--- src/rtl/adc_scan.sv ---
// adc_scan: sweeps NUM_CH A2D channels through an SPI master, two transactions per slot.
// Optional macro ADC_SCAN_AVG_EN stores a rounded running average instead of the raw sample.
module adc_scan #(
  parameter int                  NUM_CH    = 4,
  parameter logic [NUM_CH*3-1:0] CH_MAP    = {3'd5, 3'd4, 3'd3, 3'd0},
  parameter logic [11:0]         LOW_THRES = 12'h800
) (
  input  logic                   clk,
  input  logic                   rst,
  input  logic                   nxt,
  output logic                   wrt,
  output logic [15:0]            cmd,
  input  logic                   done,
  input  logic [15:0]            rd_data,
  output logic [NUM_CH*12-1:0]   result,
  output logic [NUM_CH-1:0]      low_flag,
  output logic                   busy,
  output logic                   scan_done
);

  localparam int SW = (NUM_CH > 1) ? $clog2(NUM_CH) : 1;
  localparam logic [SW-1:0] LAST = SW'(NUM_CH - 1);

  typedef enum logic [2:0] {IDLE, CMD, WAIT1, GAP, READ, WAIT2} state_t;

  state_t        state, state_nxt;
  logic [SW-1:0] slot;
  logic [2:0]    chan;
  logic          capture;
  logic [11:0]   sample, stored;
  logic          unused_hi;

  assign sample    = rd_data[11:0];
  assign unused_hi = ^rd_data[15:12];
  assign busy      = (state != IDLE);

  always_comb begin
    chan = 3'd0;
    for (int i = 0; i < NUM_CH; i++)
      if (slot == SW'(i)) chan = CH_MAP[3*i +: 3];
  end

  always_comb begin
    state_nxt = state;
    wrt       = 1'b0;
    cmd       = 16'h0000;
    capture   = 1'b0;
    case (state)
      IDLE:  if (nxt) state_nxt = CMD;
      CMD: begin
        wrt       = 1'b1;
        cmd       = {2'b00, chan, 11'h000};
        state_nxt = WAIT1;
      end
      WAIT1: if (done) state_nxt = GAP;
      GAP:   state_nxt = READ;
      READ: begin
        wrt       = 1'b1;
        cmd       = {2'b00, chan, 11'h000};
        state_nxt = WAIT2;
      end
      WAIT2: begin
        if (done) begin
          capture   = 1'b1;
          state_nxt = (slot == LAST) ? IDLE : CMD;
        end
      end
      default: state_nxt = IDLE;
    endcase
  end

  always_ff @(posedge clk) begin
    if (rst) begin
      state     <= IDLE;
      slot      <= '0;
      scan_done <= 1'b0;
    end else begin
      state     <= state_nxt;
      scan_done <= capture && (slot == LAST);
      if (state == IDLE && nxt)
        slot <= '0;
      else if (capture && slot != LAST)
        slot <= slot + 1'b1;
    end
  end

`ifdef ADC_SCAN_AVG_EN
  // Each slot stores its first post-reset sample raw, then averages with rounding.
  logic [NUM_CH-1:0] seen;
  logic [11:0]       old_val;
  logic              seen_cur;
  logic [12:0]       sum;

  always_comb begin
    old_val  = 12'h000;
    seen_cur = 1'b0;
    for (int i = 0; i < NUM_CH; i++)
      if (slot == SW'(i)) begin
        old_val  = result[12*i +: 12];
        seen_cur = seen[i];
      end
    sum    = {1'b0, old_val} + {1'b0, sample} + 13'd1;
    stored = seen_cur ? sum[12:1] : sample;
  end

  always_ff @(posedge clk) begin
    if (rst)
      seen <= '0;
    else if (capture)
      for (int i = 0; i < NUM_CH; i++)
        if (slot == SW'(i)) seen[i] <= 1'b1;
  end
`else
  assign stored = sample;
`endif

  always_ff @(posedge clk) begin
    if (rst) begin
      result   <= '0;
      low_flag <= '0;
    end else if (capture) begin
      for (int i = 0; i < NUM_CH; i++)
        if (slot == SW'(i)) begin
          result[12*i +: 12] <= stored;
          low_flag[i]        <= (stored < LOW_THRES);
        end
    end
  end

endmodule

--- config.mk ---
export PLATFORM = sky130hd
export DESIGN_NAME = adc_scan
export DESIGN_NICKNAME = d
export VERILOG_FILES = /design/src/rtl/adc_scan.sv
export SDC_FILE = /design/constraint.sdc
export NUM_CORES = 1
export LEC_CHECK = 0
export BUFFER_PORTS_ARGS = -buffer_cell sky130_fd_sc_hd__buf_2
export CORE_AREA = 8 8 85 87
export CTS_BUF_LIST = sky130_fd_sc_hd__clkbuf_2
export DETAILED_ROUTE_END_ITERATION = 10
export DIE_AREA = 0 0 93 95
export GPL_TIMING_DRIVEN = 1
export PLACE_DENSITY = 0.68
export SYNTH_ARGS = -nofsm -noshare
export SYNTH_HDL_FRONTEND = slang
export SYNTH_SLANG_ARGS = --single-unit
export TNS_END_PERCENT = 30
--- constraint.sdc ---
create_clock -name clk -period 2.25 [get_ports clk]
set_clock_uncertainty 0.2 [all_clocks]
set_input_delay 0.1125 -clock clk [delete_from_list [all_inputs] [get_ports clk]]
set_output_delay 0.1125 -clock clk [all_outputs]
set_load 0.03 [all_outputs]
[Yosys cells after proc, flatten, opt, wreduce, memory -nomap -nowiden]
Index checks and enable logic that the tools add are counted.
Cells by class
  add/subtract/negate cells: 1
  $lt $le $gt $ge: 1
  equality and inequality tests: 12
  mux-type cells: 12
  reduce and logical (&&, ||, !) cells: 13
Operator list (number)
  $pmux W3 S6: 1
  $mux W3: 5
  $mux W14: 1
  $lt A12 B12 Y1 const B: 1
  $ne A2 B2 Y1 const B: 4
  $reduce_and A2 Y1: 4
  $eq A3 B2 Y1 const B: 2
  $eq A3 B3 Y1 const B: 2
  $eq A2 B2 Y1 const B: 2
  $mux W1: 4
  $reduce_or A2 Y1: 2
  $eq A3 B1 Y1 const B: 1
  $logic_and A1 B1 Y1: 3
  $logic_not A3 Y1: 1
  $reduce_and A3 Y1: 1
  $reduce_bool A3 Y1: 1
  $add A2 B1 Y2 const B: 1
  $eq A2 B1 Y1 const B: 1
  $logic_not A2 Y1: 1
  $mux W2: 1
Word-level totals
  bits in registers: 58
  input port bits: 20
  output and inout bits: 71
  logic and storage cells: 50

[Logic depth before layout (Yosys ltp)]
  word-level depth: 5
  mapped depth: 6

[Least setup slack after synthesis]
OpenSTA, ideal clock, no wires.
  kind: flip-flop to output port
  start: register state[0]
  end: output cmd[12]
  arrival: 1.437 ns
  setup slack: 0.500 ns
  cell stages (with the launch flop): 5
  path buffers: 1
  cells stage by stage: dfxtp_1 -> buf_2 -> xnor2_1 -> nor2_1 -> and2_1
Between the ends
  cells in the longest elaborated chain, start to end: 3
  elaborated cells on any way between the ends: 4
  classes of those cells: 2 x eq/ne; 1 x mux; 1 x reduce/logical
RTL lines
  start: declaration: RTL line 26  | state_t state, state_nxt;
  start signal: assignment: RTL line 78  | state <= state_nxt;
  $eq A3 B3 Y1 / $eq A3 B1 Y1 (equally long branches): RTL line 48  | case (state)
  $reduce_or A2 Y1 (no source line) (*)
  $mux W14 (*): RTL line 48
  end: declaration: RTL line 12  | output logic [15:0] cmd,
Mark *: on every way between the ends. The rest lies on a longest branch, timed or not.

[Worst setup path after layout]
Same ends and word-level chain as after synthesis.

==> out/qor.txt <==
Outcome: finished, final reports clean
Register bit count reported by yosys: 58
Top cells by count, synth: nand2b_1, dfxtp_1, mux2i_1
Diodes inserted: 0
Max-Cap Viols: 0
Sequential element share of the synthesized area: 45.5%
Worst-Margin Slew: 512 ps
Hold path depth: 3
Clk pin slew, worst setup/hold paths: 150 ps
Max Transition Viols Final: 0
Clock H-tree levels: 3
DRT Wirelength: 5830 um
Avg Cell Area, Syn: 10.4 sq um
Fin crit share: 86.4%
Root Driver: clkbuf_2
Reg2reg start: state[0]$_SDFFE_PP0P_
CP endpoint kind: output pin
Hold Slack: 255 ps
Worst skew pair latency: 450 ps
Startpoint types: register
PwrDens: 555 nW/um^2
HP Start: rd_data[11]
Synth async-reset ratio: 0%
First-pass GRT wire length: 9610 um
First drt pass iteration count: 4
DRC viols: 0
Reg2reg path depth: 4
Worst Hold Class: in -> reg
Destination of the worst hold path: low_flag[2]$_SDFFE_PP0P_
Post-route antenna net violation count: 0
Die width: 93 um
Post-synth EDFFs: 0
CTS tree: yes
Final setup vio count: 0
Maximum buffer depth of the clock tree: 2
Worst-path maximum fanout: 10
Highest clock rate: 0.514 GHz
Routability Congestion: 0.723
Yosys warns: 0
All-Layer GR Usage: 13.8%
Minimum clock period: 1940 ps
Reg2reg setup slack: 320 ps
Post-DP HPWL: 4060 um
Mapped Cells: 245
Via/cell ratio: 4.53
Share of layout cells above drive strength 1: 27.2%
Drt initial violations: 60
Relative slew margins: 65.9%
Final TNS setup: 0 ps
DR WL/cell: 14.2 um
Lkg Pwr: 1.61 nW
FP Rows: 28
Total Die Area: 8840 sq um
Layout overhead on the synthesized area: 22.3%
Hold Vio Cnt, Final: 0
Initial core utilization: 43.9%
Top Ports: 91
Gr ovfl total: 0
Ys flop type: dfxtp_1
Most common cell in the synthesized netlist: nand2b_1
Total CTS buffers: 9
CTS Sinks: 58
Post-synth cell types: 30
Core area: 5820 sq um
Critical R2R Capture: result[38]$_SDFFE_PP0P_
Die H: 95 um
Critical path class: reg -> out
Largest area contributor in the netlist: dfxtp_1
Top cell type's share of synthesized area: 45.5%
Vias in the first global route: 2000
Main area contributors after synthesis: dfxtp_1, mux2i_1, nand2b_1, buf_4, ha_1
Initial antenna violation count: 0
Mapped Area: 2550 sq um
WP data arrival: 1630 ps
CTS resizes: 0
Nets: 355
Vias: 1859
I/O Buffers: 73
Largest net degree at the start of global routing: 70
Peak VDD IR: 335 uV
CP Data Required Time: 1940 ps
RSZ-0062 raised after global routing: false
-- flip-flops by register name (all words and copies together) (netlist names) --
signal,count
low_flag,4
state,3
result,48
scan_done,1
slot,2
-- critical path, cell delays in order, from the launching register on --
cell and delay [ps]:
dfxtp_1 540, xnor2_1 100, nor2_1 190, and2_1 160, buf_2 200
-- cell families after synthesis --
family	Yosys count	share of synthesized area [%]
fa+ha+maj	4	1.96
simple gates	80	19.6
flops	58	45.5
buf+inv	32	8.38
xor+xnor	2	0.686
other cells	1	0.147
compound gates	20	4.95
mux	48	18.8
-- repair_timing --
item	CTS	global route
endpoints found under the hold margin	57	0
buffers inserted	0	0
hold buffers	15	0
-- worst max-delay path by stage --
stage                                from                 endpoint  slack, ps  cells past startpoint
floorplan           state[0]$_SDFFE_PP0P_                  cmd[12]        500                      4
global placement    state[0]$_SDFFE_PP0P_  result[38]$_SDFFE_PP0P_        380                      4
detailed placement  state[0]$_SDFFE_PP0P_  result[38]$_SDFFE_PP0P_        340                      4
CTS                 state[0]$_SDFFE_PP0P_                  cmd[12]        270                      4
global route        state[0]$_SDFFE_PP0P_                  cmd[12]        110                      4
finish              state[0]$_SDFFE_PP0P_                  cmd[12]        310                      4
-- through the flow --
stage | setup WS (ps) | area, sq um | instances | util, % | total power [mW]
5_1_grt | 110 | 3120 | 410 | 53.7 | 1.83
3_3_place_gp | 383 | 2900 | 380 | 49.9 | 1.26
3_5_place_dp | 336 | 2900 | 380 | 49.9 | 1.26
4_1_cts | 274 | 3120 | 410 | 53.7 | 1.76
2_1_floorplan | 500 | 2600 | 257 | - | 1.25
6_report | 306 | 3120 | 410 | 53.7 | 1.73
-- power breakdown --
group | switching, mW | leakage (nW) | internal, mW
Sequential | 0.0224 | 0.467 | 1.04
Combinational | 0.114 | 1.09 | 0.0835
Clock | 0.351 | 0.0515 | 0.122
Total | 0.488 | 1.61 | 1.24
-- placed cells by master, fill, tap and decap left out --
| cell type | count |
|---|---|
| a211oi_1 | 2 |
| a21o_1 | 1 |
| a21oi_1 | 8 |
| a311oi_1 | 2 |
| a31oi_1 | 1 |
| and2_1 | 3 |
| and4b_4 | 1 |
| buf_12 | 1 |
| buf_2 | 73 |
| buf_4 | 4 |
| clkbuf_2 | 9 |
| clkinv_1 | 4 |
| clkinv_2 | 2 |
| conb_1 | 13 |
| dfxtp_1 | 58 |
| dlygate4sd3_1 | 15 |
| ha_1 | 4 |
| inv_1 | 2 |
| mux2i_1 | 48 |
| nand2_1 | 4 |
| nand2_4 | 1 |
| nand2b_1 | 61 |
| nand3b_1 | 2 |
| nand4b_1 | 1 |
| nor2_1 | 3 |
| nor2b_1 | 1 |
| nor3_1 | 1 |
| o21a_1 | 2 |
| o21ai_0 | 3 |
| o311a_1 | 1 |
| or3_1 | 2 |
| xnor2_1 | 2 |
-- final cells by class --
cell class	instances	area, sq um
clock buffers	9	45.0
clock inverters	6	25.0
fillers	565	2700
inverters	2	7.51
multi-input cells	167	1220
flip-flops and latches	58	1160
well taps	75	93.8
repair buffers	93	566
-- routing by layer --
layer	global-route usage, %	share of wire (%)	wire [um]	up-vias
met3	6.27	9.0	523	8
met2	21.4	45	2640	57
met4	6.04	1.3	74	0
met5	0	0	0	-
met1	15.9	45	2590	834
li1	-	-	-	960
Note: power is estimated with default switching activity, not from simulation.
